## src/rtl/hit_scan_display.sv

```systemverilog
// hit_scan_display: output stage behind the 1101 sequence detector.
// Synchronizes the step/hit/bit/load levels and counts detections in BCD.
// Tracks the bits shifted since the last load, plus a 4-bit history of them.
// Multiplexes all of this onto an 8-digit active-low seven-segment display.
// Optional build macro HIT_SAT_EN: the hit count saturates at HIT_MAX instead of wrapping to 00.
module hit_scan_display #(
    parameter int unsigned SCAN_DIV = 99999,
    parameter int unsigned HIT_MAX  = 99
) (
    input  logic       clk,
    input  logic       rst,
    input  logic       step,
    input  logic       hit,
    input  logic       bit_in,
    input  logic       load,
    output logic [7:0] hit_cnt,
    output logic [3:0] bit_cnt,
    output logic [7:0] an,
    output logic [6:0] seg
);

    localparam int unsigned DIV_W = (SCAN_DIV > 0) ? $clog2(SCAN_DIV + 1) : 1;
    localparam logic [7:0]  HIT_TOP = {4'(HIT_MAX / 10), 4'(HIT_MAX % 10)};

    logic [2:0]       step_sh, hit_sh, load_sh;
    logic [1:0]       bin_sh;
    logic             step_ev, hit_ev, load_ev;
    logic [7:0]       hit_q;
    logic [3:0]       bits_q;
    logic [3:0]       hist_q;
    logic [DIV_W-1:0] div_q;
    logic [2:0]       idx_q;
    logic [7:0]       an_q;
    logic [6:0]       seg_q;
    logic [3:0]       digit;
    logic [6:0]       seg_d;

    // Two-flop synchronizers plus one history flop for edge detection.
    // The step button idles released (high).
    always_ff @(posedge clk or negedge rst) begin
        if (!rst) begin
            step_sh <= '1;
            hit_sh  <= '0;
            load_sh <= '0;
            bin_sh  <= '0;
        end else begin
            step_sh <= {step_sh[1:0], step};
            hit_sh  <= {hit_sh[1:0], hit};
            load_sh <= {load_sh[1:0], load};
            bin_sh  <= {bin_sh[0], bit_in};
        end
    end

    assign step_ev = ~step_sh[1] &  step_sh[2];
    assign hit_ev  =  hit_sh[1]  & ~hit_sh[2];
    assign load_ev =  load_sh[1] & ~load_sh[2];

    // Bit count and shift history; a load clears both and wins over a step.
    always_ff @(posedge clk or negedge rst) begin
        if (!rst) begin
            bits_q <= '0;
            hist_q <= '0;
        end else if (load_ev) begin
            bits_q <= '0;
            hist_q <= '0;
        end else if (step_ev) begin
            if (bits_q != 4'd8)
                bits_q <= bits_q + 4'd1;
            hist_q <= {hist_q[2:0], bin_sh[1]};
        end
    end

    // BCD detection counter; at HIT_TOP it wraps, or holds when saturation is built in.
    always_ff @(posedge clk or negedge rst) begin
        if (!rst) begin
            hit_q <= '0;
        end else if (hit_ev) begin
            if (hit_q == HIT_TOP) begin
`ifdef HIT_SAT_EN
                hit_q <= hit_q;
`else
                hit_q <= '0;
`endif
            end else if (hit_q[3:0] == 4'd9) begin
                hit_q <= {hit_q[7:4] + 4'd1, 4'd0};
            end else begin
                hit_q <= {hit_q[7:4], hit_q[3:0] + 4'd1};
            end
        end
    end

    // Select the value shown in the current scan slot (4'hF means blank).
    always_comb begin
        digit = 4'hF;
        case (idx_q)
            3'd0: digit = hit_q[3:0];
            3'd1: digit = hit_q[7:4];
            3'd2: digit = 4'hF;
            3'd3: digit = bits_q;
            3'd4: digit = {3'b000, hist_q[0]};
            3'd5: digit = {3'b000, hist_q[1]};
            3'd6: digit = {3'b000, hist_q[2]};
            3'd7: digit = {3'b000, hist_q[3]};
            default: digit = 4'hF;
        endcase
    end

    // Active-low seven-segment decode, g..a; anything above 9 is blank.
    always_comb begin
        seg_d = 7'h7F;
        case (digit)
            4'd0: seg_d = 7'h40;
            4'd1: seg_d = 7'h79;
            4'd2: seg_d = 7'h24;
            4'd3: seg_d = 7'h30;
            4'd4: seg_d = 7'h19;
            4'd5: seg_d = 7'h12;
            4'd6: seg_d = 7'h02;
            4'd7: seg_d = 7'h78;
            4'd8: seg_d = 7'h00;
            4'd9: seg_d = 7'h10;
            default: seg_d = 7'h7F;
        endcase
    end

    // Scan divider. On each reload, an and seg both load the current slot and
    // the index advances, so the first digit lights SCAN_DIV+1 cycles after reset.
    always_ff @(posedge clk or negedge rst) begin
        if (!rst) begin
            div_q <= '0;
            idx_q <= '0;
            an_q  <= '1;
            seg_q <= '1;
        end else if (div_q == DIV_W'(SCAN_DIV)) begin
            div_q <= '0;
            idx_q <= idx_q + 3'd1;
            an_q  <= ~(8'd1 << idx_q);
            seg_q <= seg_d;
        end else begin
            div_q <= div_q + 1'b1;
        end
    end

    assign hit_cnt = hit_q;
    assign bit_cnt = bits_q;
    assign an      = an_q;
    assign seg     = seg_q;

endmodule
```

## config.mk

```make
export PLATFORM = sky130hd
export DESIGN_NAME = hit_scan_display
export DESIGN_NICKNAME = d
export VERILOG_FILES = /design/src/rtl/hit_scan_display.sv
export SDC_FILE = /design/constraint.sdc
export NUM_CORES = 1
export LEC_CHECK = 0
export CORE_ASPECT_RATIO = 0.7
export CORE_MARGIN = 8
export CORE_UTILIZATION = 45
export CTS_CLUSTER_SIZE = 16
export DETAILED_ROUTE_END_ITERATION = 10
export GPL_ROUTABILITY_DRIVEN = 0
export PLACE_DENSITY = 0.71
export SETUP_SLACK_MARGIN = 0.3
export SLEW_MARGIN = 20
export SYNTH_ARGS = -nofsm -noshare
export SYNTH_HDL_FRONTEND = slang
export SYNTH_SLANG_ARGS = --single-unit
```

## constraint.sdc

```tcl
create_clock -name clk -period 7.4 [get_ports clk]
set_clock_uncertainty 0.1 [all_clocks]
set_input_delay 1.11 -clock clk [delete_from_list [all_inputs] [get_ports clk]]
set_output_delay 1.11 -clock clk [all_outputs]
set_load 0.01 [all_outputs]
```

==> Word-level counts from Yosys, hierarchy flattened <==
Memory sizes are Yosys's and may differ from the RTL's. A register that Yosys moved wholly into a read port is not among the register bits.
Index checks and enable logic that the tools add are counted.
{ "op_classes": {"addsub": 5, "n_eq_ne": 11, "shifts": 1, "muxes": 9, "bitwise_logic": 7, "reduce_logical": 7} }
{ "ops": {"columns": ["cell", "count"], "rows": [
  ["$pmux 4 s8", 1],
  ["$mux 4", 5],
  ["$add 17x1->17 const B", 1],
  ["$eq 17x17->1 const B", 1],
  ["$mux 17", 1],
  ["$mux 8", 2],
  ["$add 4x1->4 const B", 3],
  ["$eq 3x3->1 const B", 4],
  ["$eq 8x8->1 const B", 1],
  ["$not 8->8", 1],
  ["$shl 1x3->8 const A", 1],
  ["$eq 3x2->1 const B", 2],
  ["$reduce_bool 2->1", 3],
  ["$eq 4x4->1 const B", 1],
  ["$ne 4x4->1 const B", 1],
  ["$reduce_and 2->1", 2],
  ["$add 3x1->3 const B", 1],
  ["$and 1x1->1", 3],
  ["$eq 3x1->1 const B", 1],
  ["$logic_not 3->1", 1],
  ["$not 1->1", 3],
  ["$logic_not 1->1", 1]
]} }
{ "word_totals": {"regBits": 55, "mem_bits_ro": 112, "in_bits": 6, "output_inout_bits": 27, "elab_cells": 52, "n_memories": 1} }
{ "mem_list": {"columns": ["memory", "depth", "word_bits", "read_ports", "rd_ports_with_merged_regs", "write_ports", "line_no", "text"], "rows": [
  ["(name not given)", 16, 7, 1, 1, 0, "111", "case (digit)"]
]} }

==> Logic depth before layout (Yosys ltp) <==
{ "logic_depth": {"ltp_word": 4, "mapped_depth": 10, "depth_no_buf": 10} }

==> Least setup slack after synthesis <==
Ideal clock, no wire load.
{ "synth_path": {"path_type": "reg2reg", "startpoint": "register idx_q[0]", "endpoint": "register seg_q[6], in the netlist seg[6]", "setup_time_ns": 0.080, "arrival_time_ns": 2.346, "required_ns": 7.220, "slack_ns": 4.875, "stages_incl_launch_ff": 11, "n_path_buf": 0, "synth_period_minus_slack_ns": 2.525, "path_cell_list": "dfrtp_1 -> ha_1 -> ha_1 -> a22o_1 -> a211o_1 -> o32ai_1 -> inv_1 -> ha_1 -> mux2_2 -> nor2_1 -> o21ai_1"} }
{ "synth_between": {"elab_chain_len": 2, "elab_cells_between_ends": 9, "classes_between": "eq/ne (7); mux (1); reduce/logical (1)"} }
{ "synth_rtl": {"columns": ["element", "line_no", "text"], "rows": [
  ["start, declared", "32", "logic [2:0] idx_q;"],
  ["start signal, assigned", "136", "idx_q <= idx_q + 3'd1;"],
  ["$eq 3x3->1, or another cell as far along", "95", "case (idx_q)"],
  ["$pmux 4 s8 (*)", "95", null],
  ["end, declared", "34", "logic [6:0] seg_q;"]
]} }
Mark *: on every way between the ends. The rest lies on a longest branch, timed or not.
A chain may end at the register's enable or synchronous reset.

==> Final worst setup path <==
{ "layout_path": {"startpoint": "register idx_q[2]", "endpoint": "register seg_q[6], in the netlist seg[6]"} }
The elaborated chain is that of the path after synthesis.

==> impl_metrics.json <==
{
  "start_util_pct": 46.8,
  "cts-htree-levels": 3,
  "place.detailed.hpwl_um": 3890,
  "io_buffers": 32,
  "outcome": "finished clean",
  "synth_common_cells": "dfrtp_1, nor2_1, nand2_1, dfstp_2, ha_1",
  "core-area_um2": 6250,
  "fillers": 573,
  "vias_per_cell": 5.13,
  "setup_viol": 0,
  "ys_seq_elements": 62,
  "synth-compound-area-share_pct": 11.0,
  "route.detailed.drc": 0,
  "max_freq_ghz": 0.356,
  "rsz0062_at_grt": "false",
  "wl_um": 5490,
  "post-route-util_pct": 56.4,
  "clk_pin_slew_worst_paths_ps": 60,
  "yosysTopAreaCell": "dfrtp_1",
  "start_kind": "flip-flop",
  "grt_overflow": 0,
  "die_h_um": 83.4,
  "num_vias": 2026,
  "total_leakage_power_uw": 0.00155,
  "gr-usage-all-layers_pct": 12.4,
  "power_uw": 912,
  "synth_top_family_by_area": "simple AND/OR/NAND/NOR gates",
  "grt_pass1_wl_um": 9450,
  "grt_pass1_vias": 1957,
  "antennaDiodeCount": 0,
  "ff_latch_area_um2": 1570,
  "ant_nets": 0,
  "layout.nets": 334,
  "slew_headroom_pct": 44.8,
  "yosysMostFrequentCell": "dfrtp_1",
  "clkLatencyLatePin_ps": 330,
  "critPathKind": "reg -> reg",
  "hold_violations": 0,
  "cp.required_ps": 7560,
  "clock_path_buffers": 2,
  "critPathMaxFanout": 8,
  "post_drt_wl_per_cell_um": 13.9,
  "synth_top_area_share_pct": 37.7,
  "cp_slowest_cell": "o32ai_1",
  "min_from": "load_sh[0]",
  "post-route-period-util_pct": 38.0,
  "cts.sinks": 62,
  "final_area_um2": 3520,
  "synth_area_leaders": "dfrtp_1, dfstp_2, ha_1",
  "end_kind": "flip-flop",
  "synth_edf_count": 0,
  "cts_hold_buffers": 0,
  "die_w_um": 112,
  "postCtsSetupBuffers": 0,
  "peakVddDrop_v": 0.000124,
  "muxShareOfSynthArea_pct": 2.87,
  "crit_family": "compound AO/OA/AOI/OAI gates",
  "syn_inst": 276,
  "cp.arrival_ps": 2970,
  "cts_buffers": 9,
  "synthArstFlopShare_pct": 100,
  "p_per_area_nw_per_um2": 259,
  "cts_tree": "done",
  "syn_area_um2": 2920,
  "dpl-instance-area_um2": 3290,
  "min_period_ps": 2810,
  "rows": 24,
  "firstDrtPassIters": 5,
  "dieArea_um2": 9370,
  "ys_warn_count": 0,
  "reg2reg_from": "idx_q[2]",
  "avgSynthCellArea_um2": 10.6,
  "drt_iter0_markers": 91,
  "cts_root_buffer": "clkbuf_8",
  "synthXorXnorAreaFrac_pct": 5.69,
  "maxCapViolations": 0,
  "ys_types": 43,
  "syn_nets": 298,
  "tns_ps": 0,
  "ioPinCount": 33,
  "path_buf_inv": 2,
  "synth_fa_ha_area_share_pct": 6.85,
  "tightest_slew_ps": 828,
  "crit_start": "idx_q[2]",
  "grt_antenna_before_repair": 0,
  "drive_gt1_share_pct": 12.6,
  "yosys.area_share.simple_pct": 16.4,
  "ys_seq_area_share_pct": 53.8,
  "cts_resized": 0,
  "multi_input_area_um2": 1250,
  "drv_slew": 0,
  "crit_chain": "inv_1 > ha_1 > a22o_1 > a211o_1 > o32ai_1 > inv_1 > ha_1 > mux2_2 > nor2_1 > o21ai_1",
  "slowest_delay_ps": 500,
  "synth_ff_type": "dfrtp_1",
  "grt_max_degree": 63,
  "hold_path_class": "reg -> reg",
  "syn_to_final_growth_pct": 20.4
}
[worst register-to-register path, cell delays in order (launching register included)]
cell and delay, ps:
dfrtp_1 460, inv_1 150, ha_1 280, a22o_1 200, a211o_1 270, o32ai_1 500, inv_1 130, ha_1 240
mux2_2 260, nor2_1 80, o21ai_1 70
[metal layers]
| layer | vias to the layer above | part of all wire, % | GRT usage (%) |
|---|---|---|---|
| li1 | 1018 | - | - |
| met1 | 962 | 52 | 17.1 |
| met2 | 38 | 42 | 16.8 |
| met3 | 8 | 5.1 | 5.35 |
| met4 | 0 | 1.1 | 4.39 |
| met5 | - | 0 | 0 |
[metrics by stage]
stage | hold WS [ps] | std cells | setup WS [ps]
after floorplan | 231 | 276 | 4870
after global placement | 235 | 379 | 4710
after detailed placement | 240 | 379 | 4660
after CTS | 253 | 395 | 4630
after global routing | 265 | 395 | 4380
final | 247 | 395 | 4590
[placed cells by master, fill, tap and decap left out, types with 7 or more instances in the layout]
master,instances
ha_1,16
a21oi_1,9
xnor2_1,12
xor2_1,7
dfstp_2,18
nand2_1,29
dfrtp_1,44
clkdlybuf4s50_1,31
o21ai_0,11
nor2_1,35
inv_1,10
nand3_1,12
clkbuf_8,12
and3_1,7
[final timing paths]
check,cells after the start,slack (ps),to
hold reg to reg,0,250,load_sh[1]
max in group asynchronous,2,5870,idx_q[1]
setup / recovery,10,4590,seg[6]
setup reg to reg,10,4590,seg[6]
min in group asynchronous,2,820,div_q[11]
hold / removal,0,250,load_sh[1]
[area by class of cell]
type	instances	area share, %
Clock buffer	13	4.80
Clock inverter	3	1.85
Inverter	10	1.07
Multi-Input combinational cell	196	35.6
Sequential cell	62	44.7
Tap cell	78	2.77
Timing Repair Buffer	33	9.17
[sequential cells by signal (all words and copies together), names as in the netlist]
register,cells
an,8
bin_sh,2
bit_cnt,4
div_q,17
hist_q,4
hit_cnt,8
hit_sh,3
idx_q,3
load_sh,3
seg,7
step_sh,3
[where the power goes]
part | internal [uW] | switching [uW] | total, uW
clock network | 217 | 121 | 338
registers | 362 | 36.7 | 398
logic | 85.4 | 90.2 | 176
[cells by family after synthesis]
group | after synthesis
AOI/OAI and AO/OA | 49
xor gates and xnor gates | 19
adders and majority gates | 16
buffers and inverters | 18
DFF | 62
muxes | 8
and+or+nand+nor | 104
(Power assumes the default switching activity.)
